==> config.mk <==
export PLATFORM = sky130hd
export DESIGN_NAME = ssd_scan_decoder
export DESIGN_NICKNAME = d
export VERILOG_FILES = /design/src/rtl/ssd_scan_decoder.sv
export SDC_FILE = /design/constraint.sdc
export NUM_CORES = 1
export LEC_CHECK = 0
export BUFFER_PORTS_ARGS = -buffer_cell sky130_fd_sc_hd__buf_2
export CAP_MARGIN = 5
export CELL_PAD_IN_SITES_DETAIL_PLACEMENT = 1
export CELL_PAD_IN_SITES_GLOBAL_PLACEMENT = 1
export CORE_MARGIN = 2
export CORE_UTILIZATION = 46
export CTS_CLUSTER_DIAMETER = 80
export DETAILED_ROUTE_END_ITERATION = 10
export GPL_TIMING_DRIVEN = 0
export HOLD_SLACK_MARGIN = 0.1
export PLACE_DENSITY_LB_ADDON = 0.1
export SETUP_SLACK_MARGIN = 0.15
export SYNTH_ARGS = -nofsm -noshare
export SYNTH_HDL_FRONTEND = slang
export SYNTH_SLANG_ARGS = --single-unit
==> constraint.sdc <==
create_clock -name board_clk -period 3.6 [get_ports board_clk]
set_input_delay 0.72 -clock board_clk [delete_from_list [all_inputs] [get_ports board_clk]]
set_output_delay 0.72 -clock board_clk [all_outputs]
set_load 0.1 [all_outputs]
==> src/rtl/ssd_scan_decoder.sv <==
// Receive-side monitor for the multiplexed seven-segment display.
// Synchronises the anode/cathode pins, waits for each digit slot to settle,
// then decodes the cathode pattern back to a hex value for that digit.
module ssd_scan_decoder #(
  parameter int SETTLE_CYCLES = 16,
  parameter int CNT_W         = 8
) (
  input  logic        board_clk,
  input  logic        reset,
  input  logic [3:0]  an_n,
  input  logic [6:0]  ca_n,
  input  logic        dp_n,
  output logic [15:0] digit_bus,
  output logic [3:0]  digit_valid,
  output logic [3:0]  blank,
  output logic [3:0]  pattern_err,
  output logic [3:0]  dp_seen,
  output logic        frame_done,
  output logic        multi_anode_err
);

  localparam logic [1:0] IDLE     = 2'd0;
  localparam logic [1:0] SETTLING = 2'd1;
  localparam logic [1:0] HELD     = 2'd2;

  localparam logic [CNT_W-1:0] SETTLE_MAX = CNT_W'(SETTLE_CYCLES);
  // Pins reset to the "display dark" level so no slot is seen coming out of reset
  localparam logic [11:0] PINS_IDLE = 12'hFFF;

  logic [11:0]      sync1_q, sync2_q, prev_q;
  logic [CNT_W-1:0] settleCnt_q, settleCnt_d;
  logic [1:0]       state_q, state_d;
  logic [15:0]      digitBus_q, digitBus_d;
  logic [3:0]       valid_q, valid_d;
  logic [3:0]       blank_q, blank_d;
  logic [3:0]       patErr_q, patErr_d;
  logic [3:0]       dpSeen_q, dpSeen_d;
  logic [3:0]       seen_q, seen_d;
  logic [3:0]       seenNext;
  logic             frameDone_q, frameDone_d;
  logic             multiErr_q, multiErr_d;

  logic [3:0] sampleAn;
  logic [6:0] sampleCa;
  logic       sampleDp;
  logic [3:0] anLow;
  logic       anIdle;
  logic       stable;
  logic       oneHot;
  logic       doCapture;
  logic       doMulti;
  logic [4:0] glyph;

  assign sampleAn = sync2_q[11:8];
  assign sampleCa = sync2_q[7:1];
  assign sampleDp = sync2_q[0];
  assign anLow    = ~sampleAn;
  assign anIdle   = (sampleAn == 4'b1111);
  assign stable   = (sync2_q == prev_q);
  assign oneHot   = (anLow != 4'd0) && ((anLow & (anLow - 4'd1)) == 4'd0);
  assign glyph    = decodeGlyph(sampleCa);

  // Returns {legal, value}; legal is 0 for blank and for unknown patterns
  function automatic logic [4:0] decodeGlyph(input logic [6:0] ca);
    logic [4:0] r;
    case (ca)
      7'b0000001: r = {1'b1, 4'h0};
      7'b1001111: r = {1'b1, 4'h1};
      7'b0010010: r = {1'b1, 4'h2};
      7'b0000110: r = {1'b1, 4'h3};
      7'b1001100: r = {1'b1, 4'h4};
      7'b0100100: r = {1'b1, 4'h5};
      7'b0100000: r = {1'b1, 4'h6};
      7'b0001111: r = {1'b1, 4'h7};
      7'b0000000: r = {1'b1, 4'h8};
      7'b0000100: r = {1'b1, 4'h9};
      7'b0001000: r = {1'b1, 4'hA};
      7'b1100000: r = {1'b1, 4'hB};
      7'b0110001: r = {1'b1, 4'hC};
      7'b1000010: r = {1'b1, 4'hD};
      7'b0110000: r = {1'b1, 4'hE};
      7'b0111000: r = {1'b1, 4'hF};
      default:    r = 5'd0;
    endcase
    return r;
  endfunction

  // Two-flop synchroniser on all pins, plus one more stage to detect changes
  always_ff @(posedge board_clk or posedge reset) begin
    if (reset) begin
      sync1_q <= PINS_IDLE;
      sync2_q <= PINS_IDLE;
      prev_q  <= PINS_IDLE;
    end else begin
      sync1_q <= {an_n, ca_n, dp_n};
      sync2_q <= sync1_q;
      prev_q  <= sync2_q;
    end
  end

  // Settle counter restarts on any pin change and saturates at the settle time
  always_comb begin
    settleCnt_d = settleCnt_q;
    if (!stable)
      settleCnt_d = '0;
    else if (settleCnt_q != SETTLE_MAX)
      settleCnt_d = settleCnt_q + CNT_W'(1);
  end

  // Slot tracking: capture once per settled slot, then hold until the pins move
  always_comb begin
    state_d   = state_q;
    doCapture = 1'b0;
    doMulti   = 1'b0;
    case (state_q)
      IDLE: begin
        if (!anIdle) state_d = SETTLING;
      end
      SETTLING: begin
        if (anIdle) begin
          state_d = IDLE;
        end else if (stable && settleCnt_q == SETTLE_MAX) begin
          state_d   = HELD;
          doCapture = oneHot;
          doMulti   = !oneHot;
        end
      end
      HELD: begin
        if (!stable) state_d = anIdle ? IDLE : SETTLING;
      end
      default: state_d = IDLE;
    endcase
  end

  // Update the captured digit's outputs and the frame seen-mask
  always_comb begin
    digitBus_d  = digitBus_q;
    valid_d     = valid_q;
    blank_d     = blank_q;
    patErr_d    = patErr_q;
    dpSeen_d    = dpSeen_q;
    seen_d      = seen_q;
    seenNext    = seen_q | anLow;
    frameDone_d = 1'b0;
    multiErr_d  = doMulti;
    if (doCapture) begin
      for (int i = 0; i < 4; i++) begin
        if (anLow[i]) begin
          valid_d[i]  = 1'b1;
          dpSeen_d[i] = ~sampleDp;
          if (glyph[4]) begin
            digitBus_d[4*i +: 4] = glyph[3:0];
            blank_d[i]           = 1'b0;
            patErr_d[i]          = 1'b0;
          end else if (sampleCa == 7'b1111111) begin
            blank_d[i]  = 1'b1;
            patErr_d[i] = 1'b0;
          end else begin
            blank_d[i]  = 1'b0;
            patErr_d[i] = 1'b1;
          end
        end
      end
      if (seenNext == 4'b1111) begin
        frameDone_d = 1'b1;
        seen_d      = 4'd0;
      end else begin
        seen_d = seenNext;
      end
    end
  end

  // State, counter and output registers
  always_ff @(posedge board_clk or posedge reset) begin
    if (reset) begin
      state_q     <= IDLE;
      settleCnt_q <= '0;
      digitBus_q  <= 16'd0;
      valid_q     <= 4'd0;
      blank_q     <= 4'd0;
      patErr_q    <= 4'd0;
      dpSeen_q    <= 4'd0;
      seen_q      <= 4'd0;
      frameDone_q <= 1'b0;
      multiErr_q  <= 1'b0;
    end else begin
      state_q     <= state_d;
      settleCnt_q <= settleCnt_d;
      digitBus_q  <= digitBus_d;
      valid_q     <= valid_d;
      blank_q     <= blank_d;
      patErr_q    <= patErr_d;
      dpSeen_q    <= dpSeen_d;
      seen_q      <= seen_d;
      frameDone_q <= frameDone_d;
      multiErr_q  <= multiErr_d;
    end
  end

  assign digit_bus       = digitBus_q;
  assign digit_valid     = valid_q;
  assign blank           = blank_q;
  assign pattern_err     = patErr_q;
  assign dp_seen         = dpSeen_q;
  assign frame_done      = frameDone_q;
  assign multi_anode_err = multiErr_q;

endmodule

==> flow_metrics.py, run 1 <==
metrics = {
    "sta": {
        "finalSetupViolCount": 0,
        "clock_skew_ps": 9.62,
        "slew_headroom_pct": 42.1,
        "min_period_ps": 2610,
        "finalCritPeriodShare_pct": 72.5,
        "hold_viol": 0,
        "fmax_mhz": 383,
        "slew_viol_final": 0,
        "hold_ws_ps": 358,
        "worst_pin_slew_ps": 858,
        "rsz0062_at_grt": "no",
    },
    "clock_network": {
        "ctsResizeCount": 0,
        "cts_root_buf": "clkbuf_8",
        "clk_path_buf_depth": 2,
        "cts_made_buffers": 9,
        "holdBufCountCts": 0,
        "cts_setup_buffers": 0,
        "clk_pin_slew_ps": 80,
        "h-tree-depth": 3,
        "tritoncts": "done",
        "clk_latency_ps": 350,
        "clock-sinks": 84,
    },
    "yosys": {
        "synth_edf_count": 0,
        "synth_top_area_cell": "dfrtp_1",
        "synthTopCellsByCount": "dfrtp_1 (48), dfstp_2 (36), mux2_2 (15), xor2_1 (15), inv_1 (14)",
        "ys_types": 62,
        "synthFlopType": "dfrtp_1",
        "synth_fp_nets": 303,
        "async_flop_share_pct": 100,
        "synth_warnings": 0,
        "syn_inst": 287,
        "synth_top_cells_by_area": "dfrtp_1 (33%), dfstp_2 (26%), mux2_2 (4.7%)",
        "seq_area_frac_synth_pct": 59.5,
        "syn_avg_cell_area_um2": 12.6,
        "ys_ff_latch": 84,
        "yosysTopAreaCellShare_pct": 33.3,
        "syn_area_um2": 3610,
        "yosysMostFrequentCell": "dfrtp_1",
    },
    "routing": {
        "drt_pre_antenna_iters": 4,
        "vias_per_cell": 5.23,
        "drtIter0Drc": 79,
        "num_vias": 2369,
        "drc": 0,
        "wl_per_cell_um": 16.0,
        "wirelength_um": 7250,
        "ant_nets": 0,
    },
    "power": {
        "vdd_drop_max_v": 0.000236,
        "p_per_area_nw_per_um2": 422,
        "leakagePower_uw": 0.00193,
        "p_total_uw": 1770,
    },
    "critical_path": {
        "start_kind": "flip-flop",
        "cp-startpoint": "sync2_q[2]",
        "critPathArrivalTime_ps": 2840,
        "required_ps": 3830,
        "critPathCaptureType": "flip-flop",
        "r2r_setup_slack_ps": 990,
        "crit_fanout": 10,
        "critical_path.endpoint": "digit_bus[6]",
        "reg2reg_from": "sync2_q[2]",
        "crit_type": "flip-flop to flip-flop",
        "r2r_end": "digit_bus[6]",
        "ff2ff_path_depth": 6,
    },
    "floorplanning": {
        "ios": 48,
        "coreArea_um2": 7650,
        "initial_core_util_pct": 47.2,
        "die_h_um": 92.6,
        "die-area_um2": 8570,
        "fp.dieW_um": 92.6,
        "num_rows": 32,
    },
    "cells_and_area": {
        "nets": 362,
        "fin_area_um2": 4210,
        "antenna_cells": 0,
        "area_delta_synth_final_pct": 16.5,
        "finalNonFillerCells": 453,
        "drive_gt1_share_pct": 41.0,
    },
    "min_path": {
        "hold_depth": 0,
        "hold_path.class": "flip-flop to flip-flop",
    },
    "global_routing": {
        "grt_pass1_vias": 2523,
        "antenna_found_initial": 0,
        "grt_pass1_wl_um": 12500,
        "grt_max_degree": 68,
        "grt-ovfl-total": 0,
        "grt_util_all_layers_pct": 18.7,
    },
    "place": {
        "placed_cell_area_um2": 4000,
        "numPortBuffers": 47,
        "gp_congestion": 0.864,
        "hpwl_um": 5260,
        "dpl.cell_count": 437,
    },
    "job": {
        "drv_cap": 0,
    },
    "status": {
        "status": "completed",
    },
}
worst min path at each step:
stage | from | to | slack, ps
2_1_floorplan | sync1_q[0] | sync2_q[0] | 350
3_3_place_gp | sync1_q[10] | sync2_q[10] | 350
3_5_place_dp | sync1_q[0] | sync2_q[0] | 350
4_1_cts | sync1_q[0] | sync2_q[0] | 360
5_1_grt | sync1_q[6] | sync2_q[6] | 360
6_report | sync1_q[0] | sync2_q[0] | 360
sequential cells by signal, summed over array words and instances, names as in the netlist:
name / count
digit_bus: 16
prev_q: 12
sync1_q: 12
sync2_q: 12
settleCnt_q: 8
blank: 4
digit_valid: 4
dp_seen: 4
pattern_err: 4
seen_q: 4
state_q: 2
frame_done: 1
multi_anode_err: 1
cells in the final DEF (no fill, tap or decap), types with 2 or more instances in the layout:
master    instances
or3_1             6
xnor2_1           4
clkinv_2          2
nand3b_1          2
nor3_1            5
nand2b_1         10
nor2b_1           2
o31ai_1           2
nor2_1           12
a211o_1           2
a21boi_0          3
dfrtp_1          48
nor4_2            3
inv_1            13
buf_4             2
a21oi_1          11
a211oi_2          3
dfstp_2          36
nand4b_1          2
mux2_4            2
o21ai_0           6
and3b_1           4
xor2_1           15
o21a_1            2
o311ai_0          2
nor3b_1           2
or2_2             3
o22ai_1           3
clkbuf_1          6
ha_1              2
a21o_1            2
mux2_1            3
nand3_1           6
clkbuf_8         10
mux2_2           15
nand4_1           2
buf_2            54
nand2_1          13
kinds of logic (layout without fill, tap and decap cells):
family          Yosys count  count (layout)  share of synthesized area, %
mux                      21              21                          6.72
fa+ha+maj                 2               2                         0.693
flops                    84              84                          59.5
compound gates           46              46                          9.63
xor+xnor                 19              19                          4.61
simple gates             85              85                          15.1
buf+inv                  30              94                          3.78
critical path, stage by stage, from the launching register on:
cell and delay, ps:
dfstp_2 570, buf_2 210, nor3b_1 380, a32oi_1 160, o21a_1 270, a2111oi_4 520, mux2_1 380
report_power, final:
part	internal [µW]	leakage [µW]	switching, µW
sequential	980	0.00104	12.2
combinational	35.7	0.000775	65.4
clock	344	0.000105	336
total	1360	0.00193	414
layout make-up:
cell class                 count  area [µm²]
buffer                        16        83.8
clock buffer                  11         141
clock inverter                 5        60.1
fill                         829        3440
inverter                      14        55.1
multi-input combinational    173        1330
sequential                    84        2150
tap                          102         128
timing repair buffer          48         263
routing by layer:
metal | vias up | part of all wire, % | global-route usage (%)
met4 | 0 | 1.6 | 7.46
li1 | 1122 | - | -
met5 | - | 0 | 0
met2 | 50 | 47 | 29.9
met1 | 1188 | 47 | 25.2
met3 | 9 | 3.8 | 3.82
through the flow:
step	setup WS, ps	setup TNS, ps	util, %
after floorplan	774	0	-
after global placement	-182	-8590	52.0
after detailed placement	994	0	52.4
after CTS	971	0	55.0
after global routing	781	0	55.0
final	991	0	55.0
(Power assumes the default switching activity.)
==> inputs of run 2 (changes only) <==
Clock period 3.6 ns to 2.45 ns, I/O delays scaled along.
==> flow_metrics.py, run 2 (synthesized netlist as in run 1, its figures left out) <==
metrics = {
    "floorplanning": {
        "initial_core_util_pct": 47.2,
        "die_h_um": 92.6,
        "ios": 48,
        "num_rows": 32,
        "coreArea_um2": 7650,
        "fp.dieW_um": 92.6,
        "die-area_um2": 8570,
    },
    "critical_path": {
        "required_ps": 2700,
        "reg2reg_from": "sync2_q[2]",
        "critPathArrivalTime_ps": 2790,
        "slowest_delay_ps": 390,
        "slowest_stage": "dfstp_2",
        "cp.depth": 9,
        "start_kind": "flip-flop",
        "r2r_setup_slack_ps": -100,
        "critical_path.endpoint": "digit_bus[14]",
        "ff2ff_path_depth": 9,
        "path_cells": "buf_6, buf_4, buf_4, o31ai_1, o311ai_0, and4_4, buf_6, a211oi_4, mux2_2",
        "r2r_end": "digit_bus[14]",
        "crit_fanout": 7,
        "cp-startpoint": "sync2_q[2]",
        "cp_num_buf_inv": 4,
        "crit_family": "compound AO/OA/AOI/OAI gates",
        "critPathCaptureType": "flip-flop",
        "crit_type": "flip-flop to flip-flop",
    },
    "global_routing": {
        "grt-ovfl-total": 0,
        "grt_pass1_vias": 2608,
        "grt_max_degree": 40,
        "grt_util_all_layers_pct": 20.3,
        "grt_pass1_wl_um": 13300,
        "antenna_found_initial": 0,
    },
    "cells_and_area": {
        "largest_register_ffs": 16,
        "drive_gt1_share_pct": 52.1,
        "antenna_cells": 0,
        "final_common_cell": "buf_2",
        "area_delta_synth_final_pct": 32.8,
        "finalNonFillerCells": 486,
        "fillers": 789,
        "multi_input_area_um2": 1530,
        "seq_area_um2": 2150,
        "fin_area_um2": 4790,
        "layout_common_cells": "buf_2 (49), dfrtp_1 (48), dfstp_2 (36)",
        "nets": 395,
    },
    "routing": {
        "vias_per_cell": 5.22,
        "wl_per_cell_um": 18.5,
        "drtIter0Drc": 157,
        "num_vias": 2536,
        "drc": 0,
        "drt_pre_antenna_iters": 4,
        "wirelength_um": 8980,
        "ant_nets": 0,
    },
    "sta": {
        "min_period_ps": 2550,
        "rsz0062_at_grt": "yes",
        "slew_headroom_pct": 47.1,
        "fmax_mhz": 393,
        "finalCritPeriodShare_pct": 104,
        "clock_skew_ps": 12.6,
        "setup_slack_ps": -95.3,
        "slew_viol_final": 0,
        "fin_tns_setup_ps": -863,
        "worst_pin_slew_ps": 784,
        "finalSetupViolCount": 12,
        "hold_viol": 0,
    },
    "place": {
        "gp_congestion": 0.879,
        "numPortBuffers": 47,
        "placed_cell_area_um2": 4020,
        "hpwl_um": 5080,
        "dpl.cell_count": 438,
    },
    "power": {
        "p_total_uw": 2830,
        "vdd_drop_max_v": 0.000334,
        "leakagePower_uw": 0.00220,
        "p_per_area_nw_per_um2": 591,
    },
    "clock_network": {
        "clk_path_buf_depth": 2,
        "tritoncts": "done",
        "clk_pin_slew_ps": 90,
        "clock-sinks": 84,
        "holdBufCountCts": 0,
        "clk_latency_ps": 360,
        "h-tree-depth": 3,
        "cts_made_buffers": 9,
        "cts_root_buf": "clkbuf_8",
    },
    "job": {
        "drv_cap": 0,
    },
    "min_path": {
        "hold_path.class": "input pin to flip-flop",
    },
    "status": {
        "violations": "negative setup slack",
        "status": "finished, violations left",
    },
}
[run 2: changes by cell type in the layout (fill, tap and decap cells not counted), moves of 4 or more]
cell	change
buf_12	+4
mux2_2	-8
buf_6	+10
buf_4	+28
mux2_4	+11
clkbuf_1	-5
buf_2	-5
[run 2: repair_timing]
item / 4_1_cts / 5_1_grt
setup buffers: 12 / 20
gates resized for setup: 31 / 39
cloned: 0 / 0
pin swaps: 9 / 13
endpoints found under the setup margin: 38 / 28
hold endpoints to repair: 0 / 0
[run 2: per-stage QoR]
step	hold WS, ps	worst slack, ps	utilization [%]
after floorplan	345	177	-
after global placement	345	-144	52.0
after detailed placement	347	-128	52.5
after CTS	204	33.9	58.6
after global routing	201	-123	62.7
final	215	-95.3	62.7
[run 2: layout make-up]
type,count,area share [%]
Tap cell,102,2.66
Inverter,14,1.17
Timing Repair Buffer,81,11.6
Sequential cell,84,44.8
Multi-Input combinational cell,173,31.9
Buffer,16,3.00
Clock buffer,11,3.18
Clock inverter,5,1.67
[run 2: per-layer routing]
layer / routed length, µm / track usage, % / share of wire (%) / vias to the layer above
met3: 352 / 3.01 / 3.9 / 9
met2: 4540 / 33.0 / 51 / 60
met5: 0 / 0 / 0 / -
li1: - / - / - / 1177
met1: 3980 / 26.9 / 44 / 1290
met4: 110 / 9.33 / 1.2 / 0
[run 2: report_power, final]
part	switching, µW	internal, µW	total, µW	leakage (µW)
registers	23.2	1440	1460	0.00104
logic	126	90.4	217	0.00103
clock network	512	639	1150	0.000119
[run 2: worst min path at each step]
stage	from	to	slack, ps	cells after the start
floorplan	sync1_q[0]	sync2_q[0]	350	0
global placement	sync1_q[10]	sync2_q[10]	350	0
detailed placement	sync1_q[4]	sync2_q[4]	350	0
CTS	ca_n[3]	sync1_q[4]	200	1
global route	ca_n[3]	sync1_q[4]	200	1
finish	an_n[0]	sync1_q[8]	220	1
==> inputs of run 3 (changes only) <==
Settings changed: CORE_ASPECT_RATIO set to 1.1.
==> flow_metrics.py, run 3 (synthesized netlist as in run 1, its figures left out) <==
metrics = {
    "power": {
        "swShare_pct": 26.2,
        "pwr-share-clk_pct": 34.5,
        "power_switching_uw": 683,
        "seq_power_share_pct": 56.3,
        "pwr-share-comb_pct": 9.2,
        "leakagePower_uw": 0.00223,
        "intPower_uw": 1920,
        "vdd_drop_max_v": 0.000476,
        "p_per_area_nw_per_um2": 533,
    },
    "critical_path": {
        "r2r_setup_slack_ps": 60,
        "crit_fanout": 8,
        "required_ps": 2710,
        "critPathArrivalTime_ps": 2660,
        "start_kind": "flip-flop",
        "critPathCaptureType": "flip-flop",
        "crit_type": "flip-flop to flip-flop",
    },
    "sta": {
        "setup_slack_ps": 57.2,
        "finalSetupViolCount": 0,
        "hold_ws_ps": 170,
        "fin_tns_setup_ps": 0,
        "min_period_ps": 2390,
        "worst_pin_slew_ps": 834,
        "clock_skew_ps": 13.2,
        "fmax_mhz": 418,
        "rsz0062_at_grt": "yes",
        "hold_viol": 0,
        "finalCritPeriodShare_pct": 97.7,
        "slew_viol_final": 0,
        "slew_headroom_pct": 43.7,
    },
    "routing": {
        "wl_per_cell_um": 17.8,
        "ant_nets": 0,
        "wirelength_um": 8900,
        "drtIter0Drc": 126,
        "num_vias": 2641,
        "drt_pre_antenna_iters": 4,
        "drc": 0,
        "vias_per_cell": 5.27,
    },
    "clock_network": {
        "clk_pin_slew_ps": 90,
        "h-tree-depth": 3,
        "clock-sinks": 84,
        "cts_made_buffers": 9,
        "clk_latency_ps": 370,
        "cts_root_buf": "clkbuf_8",
        "clk_path_buf_depth": 2,
        "tritoncts": "done",
    },
    "job": {
        "drv_cap": 0,
    },
    "cells_and_area": {
        "area_delta_synth_final_pct": 35.1,
        "nets": 407,
        "final_common_cell": "buf_2",
        "fin_area_um2": 4880,
        "drive_gt1_share_pct": 54.5,
        "post-route-util_pct": 64.9,
        "antenna_cells": 0,
        "largest_register_ffs": 16,
        "layout_common_cells": "buf_2 (50), dfrtp_1 (48), buf_4 (38)",
    },
    "floorplanning": {
        "fp.dieW_um": 88.5,
        "num_rows": 33,
        "initial_core_util_pct": 48.1,
        "ios": 48,
        "die-area_um2": 8580,
        "die_h_um": 96.9,
        "coreArea_um2": 7510,
    },
    "place": {
        "hpwl_um": 5030,
        "placed_cell_area_um2": 4030,
        "gp_congestion": 0.805,
        "post-place-ws_ps": -194,
        "numPortBuffers": 47,
    },
    "status": {
        "status": "completed",
    },
    "global_routing": {
        "grt_pass1_vias": 2604,
        "grt_pass1_wl_um": 12900,
        "antenna_found_initial": 0,
        "grt_util_all_layers_pct": 19.4,
        "grt_max_degree": 36,
        "grt-ovfl-total": 0,
    },
    "min_path": {
        "hold_path.class": "input pin to asynchronous set/reset pin",
    },
}
[run 3: metrics by stage]
| step | instances | power (µW) |
|---|---|---|
| 2_1_floorplan | 287 | 1580 |
| 3_3_place_gp | 439 | 1620 |
| 3_5_place_dp | 441 | 1640 |
| 4_1_cts | 480 | 2560 |
| 5_1_grt | 501 | 2700 |
| 6_report | 501 | 2600 |
[run 3: what timing repair did]
| action | 4_1_cts | 5_1_grt |
|---|---|---|
| pin swaps | 9 | 16 |
| resized for setup | 35 | 42 |
| setup buffers | 23 | 22 |
| endpoints found under the setup margin | 39 | 29 |
| hold buffers | 0 | 0 |
[run 3: power by group through the flow]
stage                     sequential (µW)  combinational, µW  clock (µW)
after floorplan                      1480                105           0
after global placement               1480                142           0
after detailed placement             1480                155           0
after CTS                            1460                190         911
after global routing                 1470                260         975
final                                1460                240         896
[run 3: layer usage]
layer | wire length, µm | GRT usage (%) | share of wire (%) | vias to the layer above
met1 | 3870 | 25.7 | 43 | 1342
met4 | 259 | 8.16 | 2.9 | 0
li1 | - | - | - | 1204
met3 | 293 | 4.95 | 3.3 | 22
met5 | 0 | 0 | 0 | -
met2 | 4480 | 30.0 | 50 | 73
[run 3: final timing paths]
| kind | from | to | depth (start not counted) |
|---|---|---|---|
| min in group board_clk | ca_n[5] | sync1_q[6] | 1 |
| hold / removal | reset | settleCnt_q[2] | 2 |
| max in group asynchronous | reset | prev_q[1] | 4 |
| hold reg to reg | sync1_q[8] | sync2_q[8] | 0 |
| setup reg to reg | sync2_q[0] | pattern_err[3] | 7 |
| setup / recovery | sync2_q[0] | pattern_err[3] | 7 |
[run 3: area by class of cell]
type | count | area [µm²]
buffer | 15 | 140
clock buffer | 9 | 124
clock inverter | 7 | 50.0
fill | 781 | 2640
inverter | 14 | 56.3
multi-input combinational | 173 | 1570
sequential | 84 | 2150
tap | 105 | 131
timing repair buffer | 94 | 663
[run 3: critical path, stage by stage, from the launching register on]
cell and delay [ps]:
dfstp_2 650, xor2_1 140, nor4_4 360, nand3_4 210, buf_12 180, nor4_4 240
buf_4 200, mux2_4 300
